===== config.mk =====
export PLATFORM = sky130hd
export DESIGN_NAME = regfile_wb_arbiter
export DESIGN_NICKNAME = d
export VERILOG_FILES = /design/src/rtl/regfile_wb_arbiter_pkg.sv /design/src/rtl/regfile_wb_arbiter_wb_result_fifo.sv /design/src/rtl/regfile_wb_arbiter.sv
export SDC_FILE = /design/constraint.sdc
export NUM_CORES = 1
export LEC_CHECK = 0
export ABC_CLOCK_PERIOD_IN_PS = 3770
export CAP_MARGIN = 5
export CELL_PAD_IN_SITES_DETAIL_PLACEMENT = 1
export CELL_PAD_IN_SITES_GLOBAL_PLACEMENT = 1
export CORE_ASPECT_RATIO = 1.1
export CORE_MARGIN = 8
export CORE_UTILIZATION = 39
export DETAILED_ROUTE_END_ITERATION = 6
export GPL_TIMING_DRIVEN = 0
export HOLD_SLACK_MARGIN = 0.1
export PLACE_DENSITY = 0.93
export SLEW_MARGIN = 15
export SYNTH_ARGS = -nofsm -noshare
export SYNTH_HDL_FRONTEND = slang
export SYNTH_SLANG_ARGS = --single-unit

===== constraint.sdc =====
create_clock -name clock -period 3.77 [get_ports clock]
set_input_delay 0.9425 -clock clock [delete_from_list [all_inputs] [get_ports clock]]
set_output_delay 0.9425 -clock clock [all_outputs]
set_load 0.1 [all_outputs]

===== src/rtl/regfile_wb_arbiter_pkg.sv =====
// Shared constants, write-source encoding and scoreboard helper for the
// register-file writeback arbiter.
package regfile_wb_arbiter_pkg;
    localparam int AW   = 5;
    localparam int DW   = 32;
    localparam int NREG = 32;
    localparam logic [AW-1:0] REG_ZERO = 5'd0;

    typedef enum logic [1:0] {
        SRC_NONE = 2'd0,
        SRC_P    = 2'd1,
        SRC_Q    = 2'd2,
        SRC_M    = 2'd3
    } wbSrc_e;

    // One-hot mask for a register index; r0 never owns a scoreboard bit.
    function automatic logic [NREG-1:0] regMask(input logic [AW-1:0] r);
        logic [NREG-1:0] m;
        m    = {{(NREG-1){1'b0}}, 1'b1} << r;
        m[0] = 1'b0;
        return m;
    endfunction
endpackage


===== src/rtl/regfile_wb_arbiter_wb_result_fifo.sv =====
// Small queue holding mult/div results that lost the register-file write port.
module wb_result_fifo #(
    parameter int DEPTH = 2,
    parameter int W     = 37
) (
    input  logic                   clock,
    input  logic                   ctrl_reset_n,
    input  logic                   push,
    input  logic                   pop,
    input  logic [W-1:0]           din,
    output logic [W-1:0]           head,
    output logic [$clog2(DEPTH):0] count,
    output logic                   full,
    output logic                   empty
);
    localparam int PW = $clog2(DEPTH);
    localparam int CW = PW + 1;

    logic [W-1:0]  mem_r [DEPTH];
    logic [PW-1:0] rdPtr_r;
    logic [PW-1:0] wrPtr_r;
    logic [CW-1:0] count_r;

    // Pointers and occupancy; power-of-two depth lets the pointers wrap naturally.
    always_ff @(posedge clock or negedge ctrl_reset_n) begin
        if (!ctrl_reset_n) begin
            rdPtr_r <= '0;
            wrPtr_r <= '0;
            count_r <= '0;
        end else begin
            if (push) wrPtr_r <= wrPtr_r + PW'(1);
            if (pop)  rdPtr_r <= rdPtr_r + PW'(1);
            case ({push, pop})
                2'b10:   count_r <= count_r + CW'(1);
                2'b01:   count_r <= count_r - CW'(1);
                default: count_r <= count_r;
            endcase
        end
    end

    // Entry storage.
    always_ff @(posedge clock or negedge ctrl_reset_n) begin
        if (!ctrl_reset_n) begin
            for (int i = 0; i < DEPTH; i++) mem_r[i] <= '0;
        end else if (push) begin
            mem_r[wrPtr_r] <= din;
        end
    end

    assign head  = mem_r[rdPtr_r];
    assign count = count_r;
    assign full  = (count_r == CW'(DEPTH));
    assign empty = (count_r == CW'(0));
endmodule


===== src/rtl/regfile_wb_arbiter.sv =====
// Arbitrates the register-file write port between pipeline writeback and the
// mult/div unit, and tracks registers with outstanding mult/div results.
module regfile_wb_arbiter
    import regfile_wb_arbiter_pkg::*;
#(
    parameter int DEPTH = 2,
    parameter int AW    = regfile_wb_arbiter_pkg::AW,
    parameter int DW    = regfile_wb_arbiter_pkg::DW
) (
    input  logic          clock,
    input  logic          ctrl_reset_n,
    input  logic          p_we,
    input  logic [AW-1:0] p_reg,
    input  logic [DW-1:0] p_data,
    input  logic          m_valid,
    input  logic [AW-1:0] m_reg,
    input  logic [DW-1:0] m_data,
    output logic          m_ready,
    input  logic          md_issue,
    input  logic [AW-1:0] md_rd,
    input  logic [AW-1:0] dec_rs1,
    input  logic [AW-1:0] dec_rs2,
    input  logic [AW-1:0] dec_rd,
    output logic          dec_stall,
    output logic          rf_we,
    output logic [AW-1:0] rf_reg,
    output logic [DW-1:0] rf_data,
    output logic [31:0]   busy
);
    localparam int CW = $clog2(DEPTH) + 1;

    wbSrc_e         wbSrc_s;
    logic [AW+DW-1:0] qHead_s;
    logic [CW-1:0]  qCount_s;
    logic           qFull_s;
    logic           qEmpty_s;
    logic           qPush_s;
    logic           qPop_s;
    logic           mAccept_s;
    logic [31:0]    setMask_s;
    logic [31:0]    clrMask_s;
    logic [31:0]    busy_r;

    wb_result_fifo #(
        .DEPTH (DEPTH),
        .W     (AW + DW)
    ) uFifo (
        .clock        (clock),
        .ctrl_reset_n (ctrl_reset_n),
        .push         (qPush_s),
        .pop          (qPop_s),
        .din          ({m_reg, m_data}),
        .head         (qHead_s),
        .count        (qCount_s),
        .full         (qFull_s),
        .empty        (qEmpty_s)
    );

    // Write-port arbitration: pipeline first, then queued results, then the bypass.
    always_comb begin
        wbSrc_s = SRC_NONE;
        rf_we   = 1'b0;
        rf_reg  = REG_ZERO;
        rf_data = '0;
        if (!ctrl_reset_n) begin
            wbSrc_s = SRC_NONE;
        end else if (p_we && (p_reg != REG_ZERO)) begin
            wbSrc_s = SRC_P;
            rf_we   = 1'b1;
            rf_reg  = p_reg;
            rf_data = p_data;
        end else if (!qEmpty_s) begin
            wbSrc_s = SRC_Q;
            rf_we   = 1'b1;
            rf_reg  = qHead_s[AW+DW-1:DW];
            rf_data = qHead_s[DW-1:0];
        end else if (m_valid && (m_reg != REG_ZERO)) begin
            wbSrc_s = SRC_M;
            rf_we   = 1'b1;
            rf_reg  = m_reg;
            rf_data = m_data;
        end else begin
            wbSrc_s = SRC_NONE;
        end
    end

    // Readiness comes from registered occupancy only, so a full queue refuses even while popping.
    assign m_ready   = (qCount_s < CW'(DEPTH));
    assign mAccept_s = m_valid & m_ready;
    assign qPush_s   = mAccept_s && (m_reg != REG_ZERO) && (wbSrc_s != SRC_M) && !qFull_s;
    assign qPop_s    = (wbSrc_s == SRC_Q);

    // Scoreboard set/clear masks; pipeline writes never retire a pending result.
    always_comb begin
        setMask_s = '0;
        clrMask_s = '0;
        if ((wbSrc_s == SRC_Q) || (wbSrc_s == SRC_M)) begin
            clrMask_s = regMask(rf_reg);
        end else begin
            clrMask_s = '0;
        end
        if (md_issue) begin
            setMask_s = regMask(md_rd);
        end else begin
            setMask_s = '0;
        end
    end

    // Busy vector; a same-edge issue beats the completing write.
    always_ff @(posedge clock or negedge ctrl_reset_n) begin
        if (!ctrl_reset_n) begin
            busy_r <= '0;
        end else begin
            busy_r <= (busy_r & ~clrMask_s) | setMask_s;
        end
    end

    assign busy      = busy_r;
    assign dec_stall = busy_r[dec_rs1] | busy_r[dec_rs2] | busy_r[dec_rd];
endmodule


Word-level counts from Yosys, hierarchy flattened
Index checks and enable logic that the tools add are counted.
{"block": "classes", "n_addsub": 4, "n_lt_le_gt_ge": 7, "eq_ne": 6, "shifts": 2, "mux": 31, "bitwise_logic": 8, "reduce_logical": 12}
{"operator": "2-to-1 mux 32 bit", "count": 6}
{"operator": "2-to-1 mux 37 bit", "count": 4}
{"operator": "bitwise mux 74 bit", "count": 1}
{"operator": "<< shifter 1 x 5 -> 32 bit, first input constant", "count": 2}
{"operator": "demux 37 bit (select 1 bit)", "count": 1}
{"operator": "bitwise AND 32 bit", "count": 1}
{"operator": "NOT 32 bit", "count": 1}
{"operator": "OR 32 bit", "count": 1}
{"operator": "2-to-1 mux 5 bit", "count": 4}
{"operator": "less-than comparator 5 x 6 -> 1 bit, second input constant", "count": 3}
{"operator": "binary-select mux 1 bit (select 5 bit)", "count": 3}
{"operator": "nonzero test 5 bit", "count": 2}
{"operator": "== test 2 bit, second input constant", "count": 4}
{"operator": "2-to-1 mux 2 bit", "count": 4}
{"operator": "2-to-1 mux 1 bit", "count": 7}
{"operator": "logical AND 1 bit", "count": 6}
{"operator": "greater-or-equal comparator 2 bit, second input constant", "count": 2}
{"operator": "NOT 1 -> 2 bit", "count": 2}
{"operator": "case mux 2 bit (2 select lines)", "count": 1}
{"operator": "adder 1 bit, second input constant", "count": 2}
{"operator": "adder 2 x 1 -> 2 bit, second input constant", "count": 1}
{"operator": "== test 2 x 1 -> 1 bit, second input constant", "count": 1}
{"operator": "logical NOT 2 bit", "count": 1}
{"operator": "less-than comparator 2 x 1 -> 1 bit, second input constant", "count": 1}
{"operator": "8 further kinds", "count": 9}
{"block": "word_totals", "register_bits": 110, "input_bits": 99}

Depth between registers and ports, before layout
{"block": "depth", "ltp_word": 12, "ltp_mapped": 9}

Modules after synthesis
From an unflattened synthesis, not the netlist that was laid out.
{"block": "hier_totals", "cells_unflattened": 595, "hier_area_um2": 6610.1}
{"module": "wb_result_fifo", "instances": 1, "cells_each": 211, "area_each_um2": 3399.5}
{"module": "regfile_wb_arbiter", "instances": 1, "cells_each": 384, "area_each_um2": 3210.6}

Worst setup path after synthesis
OpenSTA, ideal clock, no wires.
{"block": "synth_timing", "path_type": "input to output", "startpoint": "input port p_reg[3]", "endpoint": "output port rf_data[10]", "arrival_ps": 4289, "required_time_ps": 2828, "path_slack_ps": -1462, "cell_stages": 6, "cell_sequence": "or3_4 -> o31ai_1 -> clkbuf_1 -> buf_1 -> nor2_1 -> nor3_1"}
{"block": "synth_between", "elab_chain_cells": 4}
{"element": "start: declaration", "line": "regfile_wb_arbiter.sv:13", "source": "input logic [AW-1:0] p_reg,"}
{"element": "nonzero test 5 bit", "line": "regfile_wb_arbiter.sv:67", "source": "end else if (p_we && (p_reg != REG_ZERO)) begin"}
{"element": "logical AND 1 bit", "line": "regfile_wb_arbiter.sv:67"}
{"element": "2-to-1 mux 32 bit", "line": "regfile_wb_arbiter.sv:67"}
{"element": "2-to-1 mux 32 bit", "line": "regfile_wb_arbiter.sv:65", "source": "if (!ctrl_reset_n) begin"}
{"element": "end: declaration", "line": "regfile_wb_arbiter.sv:27", "source": "output logic [DW-1:0] rf_data,"}
Every way passes these cells.

Worst setup path in the final report
{"block": "layout_timing", "startpoint": "input port m_reg[3]", "endpoint": "output port rf_data[9]"}
{"block": "layout_between", "elab_chain_cells": 6}
{"element": "start: declaration", "line": "regfile_wb_arbiter.sv:16", "source": "input logic [AW-1:0] m_reg,"}
{"element": "nonzero test 5 bit", "line": "regfile_wb_arbiter.sv:77", "source": "end else if (m_valid && (m_reg != REG_ZERO)) begin"}
{"element": "logical AND 1 bit", "line": "regfile_wb_arbiter.sv:77"}
{"element": "2-to-1 mux 32 bit", "line": "regfile_wb_arbiter.sv:77"}
{"element": "2-to-1 mux 32 bit", "line": "regfile_wb_arbiter.sv:72", "source": "end else if (!qEmpty_s) begin"}
{"element": "2-to-1 mux 32 bit", "line": "regfile_wb_arbiter.sv:67"}
{"element": "2-to-1 mux 32 bit", "line": "regfile_wb_arbiter.sv:65"}
Every way passes these cells.

==> impl_table.tex <==
\begin{tabular}{lr}
\hline
Metric & Value \\
\hline
\multicolumn{2}{l}{\textbf{Synthesis}} \\
\quad Most frequent cell after synthesis & sky130\_fd\_sc\_hd\_\_dfrtp\_1 \\
\quad Count of cell types in the netlist & 52 \\
\quad XOR/XNOR Fraction of Synth Area & 0.00662 \\
\quad Cell area after synthesis & approximately 6600 um\^{}2 \\
\quad Cell count after synthesis & 573 \\
\quad Synthesized net count & 673 \\
\quad Proportion of synthesized chip area in sequential cells & 0.412 \\
\quad Most frequent cells after synthesis & sky130\_fd\_sc\_hd\_\_dfrtp\_1, sky130\_fd\_sc\_hd\_\_mux2\_2, sky130\_fd\_sc\_hd\_\_nor2\_1 \\
\quad Synth Register Bits & around 110 \\
\quad Number of enable flip-flop cells after synthesis & 0 \\
\quad Synthesized area per cell & $\sim$12 um\^{}2 \\
\quad Largest family of logic cells by synthesized area & multiplexers \\
\quad Yosys synthesis warning count & 0 \\
\quad Compound-Gate Fraction of Synth Area & 0.143 \\
\quad Post-synthesis mux area share & 0.292 \\
\quad Area share of the leading cell type in the synthesized netlist & 0.412 \\
\quad Cell type with the largest total area after synthesis & sky130\_fd\_sc\_hd\_\_dfrtp\_1 \\
\quad Top area cells in the synthesized netlist & sky130\_fd\_sc\_hd\_\_dfrtp\_1, sky130\_fd\_sc\_hd\_\_mux2\_2, sky130\_fd\_sc\_hd\_\_mux4\_2, sky130\_fd\_sc\_hd\_\_mux2\_1, sky130\_fd\_sc\_hd\_\_a221oi\_1 \\
\quad Area fraction in and, or, nand and nor cells after synthesis & 0.104 \\
\quad Dominant register cell in the synthesized netlist & sky130\_fd\_sc\_hd\_\_dfrtp\_1 \\
\quad Post-Synth Adder-Cell Area & 0.00189 \\
\quad Fraction of synthesis flops using an asynchronous set or reset pin & 1.00 \\
\multicolumn{2}{l}{\textbf{Power}} \\
\quad Lkg Pwr & 3.99 nW \\
\quad IR drop worst, VDD & 490 uV \\
\quad Areal power density over the cells & 880 nW/um\^{}2 \\
\quad Pwr Total & between 9 and 10 mW \\
\multicolumn{2}{l}{\textbf{Global routing}} \\
\quad Overall fraction of global-route tracks in use & 0.281 \\
\quad Pin count of the biggest net entering global routing & 61 \\
\quad Antenna violations before repair & 0 \\
\quad Wire length of the first global-routing pass & between 40000 and 50000 um \\
\quad Total grt overflow & 0 \\
\quad Via count of the first global-routing pass & 7148 \\
\multicolumn{2}{l}{\textbf{Clock network}} \\
\quad CTS tree & done \\
\quad Clock edge transition at the registers on the reported setup and hold paths & around 0.080 ns \\
\quad CTS H-tree lvls & 3 \\
\quad Root buffer cell & sky130\_fd\_sc\_hd\_\_clkbuf\_16 \\
\quad Buffer depth of the longest clock path & 2 \\
\quad Inserted Clock Buffers & 9 \\
\quad Total of hold buffers inserted after clock tree synthesis & 0 \\
\quad Skew-Pair Late Insertion Delay & 0.36 ns \\
\quad Sink count of the clock tree & 109 \\
\multicolumn{2}{l}{\textbf{Worst setup path}} \\
\quad Critical path endpoint category & primary output \\
\quad Arrival time of data at the critical path endpoint & around 2.8 ns \\
\quad Register-to-register path setup slack & 0.83 ns \\
\quad Cell family with most CP delay & simple AND/OR/NAND/NOR gates \\
\quad Worst path slowest cell & sky130\_fd\_sc\_hd\_\_or4\_4 \\
\quad Worst Path Max Fanout & 8 \\
\quad Ordered list of cells on the worst path & buf\_6, or4\_4, o21ai\_4, nor2\_4, clkbuf\_16, a221oi\_4, nor3\_4, buf\_12 \\
\quad Bufs and invs on worst path & 3 \\
\quad Critical path class & in2out \\
\quad Data required time at the worst endpoint & between 2 and 3 ns \\
\quad Critical path launch point type & input port \\
\quad Stage delay of the slowest cell on the critical path & 0.56 ns \\
\multicolumn{2}{l}{\textbf{STA}} \\
\quad Final hold slack & 0.421 ns \\
\quad Timing-limited maximum frequency & 267 MHz \\
\quad Final-report max-slew violation count & 0 \\
\quad Final hold violation count & 0 \\
\quad Clock skew after layout & 0.0144 ns \\
\quad Period utilization & 0.993 \\
\quad Headroom to the max-slew limit & 0.314 \\
\quad RSZ-0062 raised after global routing & no \\
\quad Time the final worst path needs with I/O delays and setup & 3.74 ns \\
\quad Setup-violating endpoint count in the final report & 0 \\
\quad Slack of the critical path & around 0.026 ns \\
\quad Measured slew at the worst slew-check pin & 1.03 ns \\
\quad TNS Setup & 0 ns \\
\multicolumn{2}{l}{\textbf{Placed design}} \\
\quad Post-placement worst setup slack & -1.70 ns \\
\quad Total half-perimeter wirelength after legalization and detailed placement & 18400 um \\
\quad DP Area & 9000 um\^{}2 \\
\quad Total placed cells including tap cells & 944 \\
\quad GP Congestion & between 0.8 and 0.9 \\
\quad Number of buffers added on ports & between 150 and 200 \\
\multicolumn{2}{l}{\textbf{Drt}} \\
\quad DRT Wirelength & 30500 um \\
\quad Count of unresolved DRC violations after routing & 0 \\
\quad Routed via count & 6241 \\
\quad 1st-iter DRT viols & 410 \\
\quad Via-per-instance ratio & around 6.4 \\
\quad Count of TritonRoute iterations in the first routing pass & 4 \\
\quad Post-DR wirelength/cell & around 31 um \\
\quad Post-route antenna net violation count & 0 \\
\multicolumn{2}{l}{\textbf{Worst hold path}} \\
\quad Class of the worst hold path & in2async \\
\multicolumn{2}{l}{\textbf{Floorplanning}} \\
\quad Die Outline Area & 21400 um\^{}2 \\
\quad Die height & 153 um \\
\quad Die width & 140 um \\
\quad Starting density of the core & 0.393 \\
\quad Core ar. & between 15000 and 20000 um\^{}2 \\
\quad Site Rows & 50 \\
\quad Count of pins on the block boundary & between 150 and 200 \\
\multicolumn{2}{l}{\textbf{Cells and area}} \\
\quad Number of standard cells in the layout, taps in and fillers out & 977 \\
\quad Synth-to-layout area growth & 56.3\% \\
\quad Area of all placed cells without fillers & 10300 um\^{}2 \\
\quad Utilization of the core after routing & 0.614 \\
\quad Fill cell total of the finished layout & 1556 \\
\quad Layout cell share with drive strength beyond 1 & 0.396 \\
\quad NumNets Final & 863 \\
\multicolumn{2}{l}{\textbf{Status}} \\
\quad Outcome & completed \\
\multicolumn{2}{l}{\textbf{Job}} \\
\quad Maxcap violations & 0 \\
\hline
\end{tabular}
==> power by group <==
group	internal (mW)	leakage (nW)	total (mW)	switching (mW)
registers	1.74	1.29	2.34	0.595
logic	2.07	2.56	5.80	3.73
clock network	0.473	0.140	0.952	0.479
==> cells in the final DEF (no fill, tap or decap), drive strengths merged, types with 4 or more instances in the layout <==
cell type / netlist / final
a21oi: 4 / 4
a221oi: 32 / 32
buf: 19 / 79
clkbuf: 30 / 43
clkdlybuf4s50: 0 / 109
dfrtp: 109 / 109
dlygate4sd2: 0 / 5
inv: 7 / 10
mux2: 107 / 107
mux2i: 25 / 25
mux4: 21 / 21
nand2: 27 / 27
nand2b: 8 / 8
nand3: 4 / 4
nor2: 40 / 40
nor2b: 4 / 4
nor3: 36 / 36
o21ai: 21 / 21
o31ai: 7 / 7
o41ai: 31 / 31
xnor2: 4 / 4
==> cell families after synthesis <==
family | count (synthesis)
AO/OA/AOI/OAI | 107
XOR/XNOR | 5
adder cells (fa/ha/maj) | 1
buffers and inverters | 57
flip-flops | 109
multiplexers | 153
other | 1
AND/OR/NAND/NOR | 140
==> layer usage <==
metal | global-route usage | wire length [um] | vias up
met2 | 0.490 | 15700 | 312
li1 | - | - | 2614
met1 | 0.310 | 11300 | 3225
met5 | 0 | 0 | -
met4 | 0.150 | 1450 | 0
met3 | 0.0649 | 1980 | 90
==> worst paths after layout <==
check,endpoint,start,cells past startpoint
setup / recovery,rf_data[9],m_reg[3],8
hold / removal,busy[29]$_DFF_PN0_,ctrl_reset_n,1
setup reg to reg,busy[24]$_DFF_PN0_,uFifo.count[0]$_DFFE_PN0P_,9
hold reg to reg,uFifo.mem_r[30]$_DFFE_PN0P_,uFifo.mem_r[30]$_DFFE_PN0P_,1
max in group asynchronous,uFifo.mem_r[62]$_DFFE_PN0P_,ctrl_reset_n,2
min in group clock,uFifo.mem_r[30]$_DFFE_PN0P_,uFifo.mem_r[30]$_DFFE_PN0P_,1
==> flip-flops by register name (all words and copies together), names as in the netlist <==
register and flops:
busy 31, uFifo.rdPtr_r 1, uFifo.count 2, uFifo.wrPtr_r 1
uFifo.mem_r 74
==> layout make-up <==
| class | instances | area (um^2) | area share |
|---|---|---|---|
| repair buffers | 180 | 1960 | 0.190 |
| plain buffers | 48 | 474 | 0.0459 |
| multi-input cells | 407 | 4590 | 0.443 |
| diodes | 1 | 2.50 | 0.000242 |
| clock inverters | 6 | 43.8 | 0.00424 |
| inverters | 8 | 42.5 | 0.00411 |
| flip-flops and latches | 109 | 2730 | 0.264 |
| well taps | 208 | 260 | 0.0252 |
| clock buffers | 10 | 239 | 0.0231 |
==> repair_timing <==
item	4_1_cts	5_1_grt
pin swaps	16	7
hold endpoints to repair	0	0
setup buffers	8	1
cloned	7	1
endpoints found under the setup margin	39	34
gates resized for setup	423	13
No activity file was read; power rests on OpenSTA's default activity.
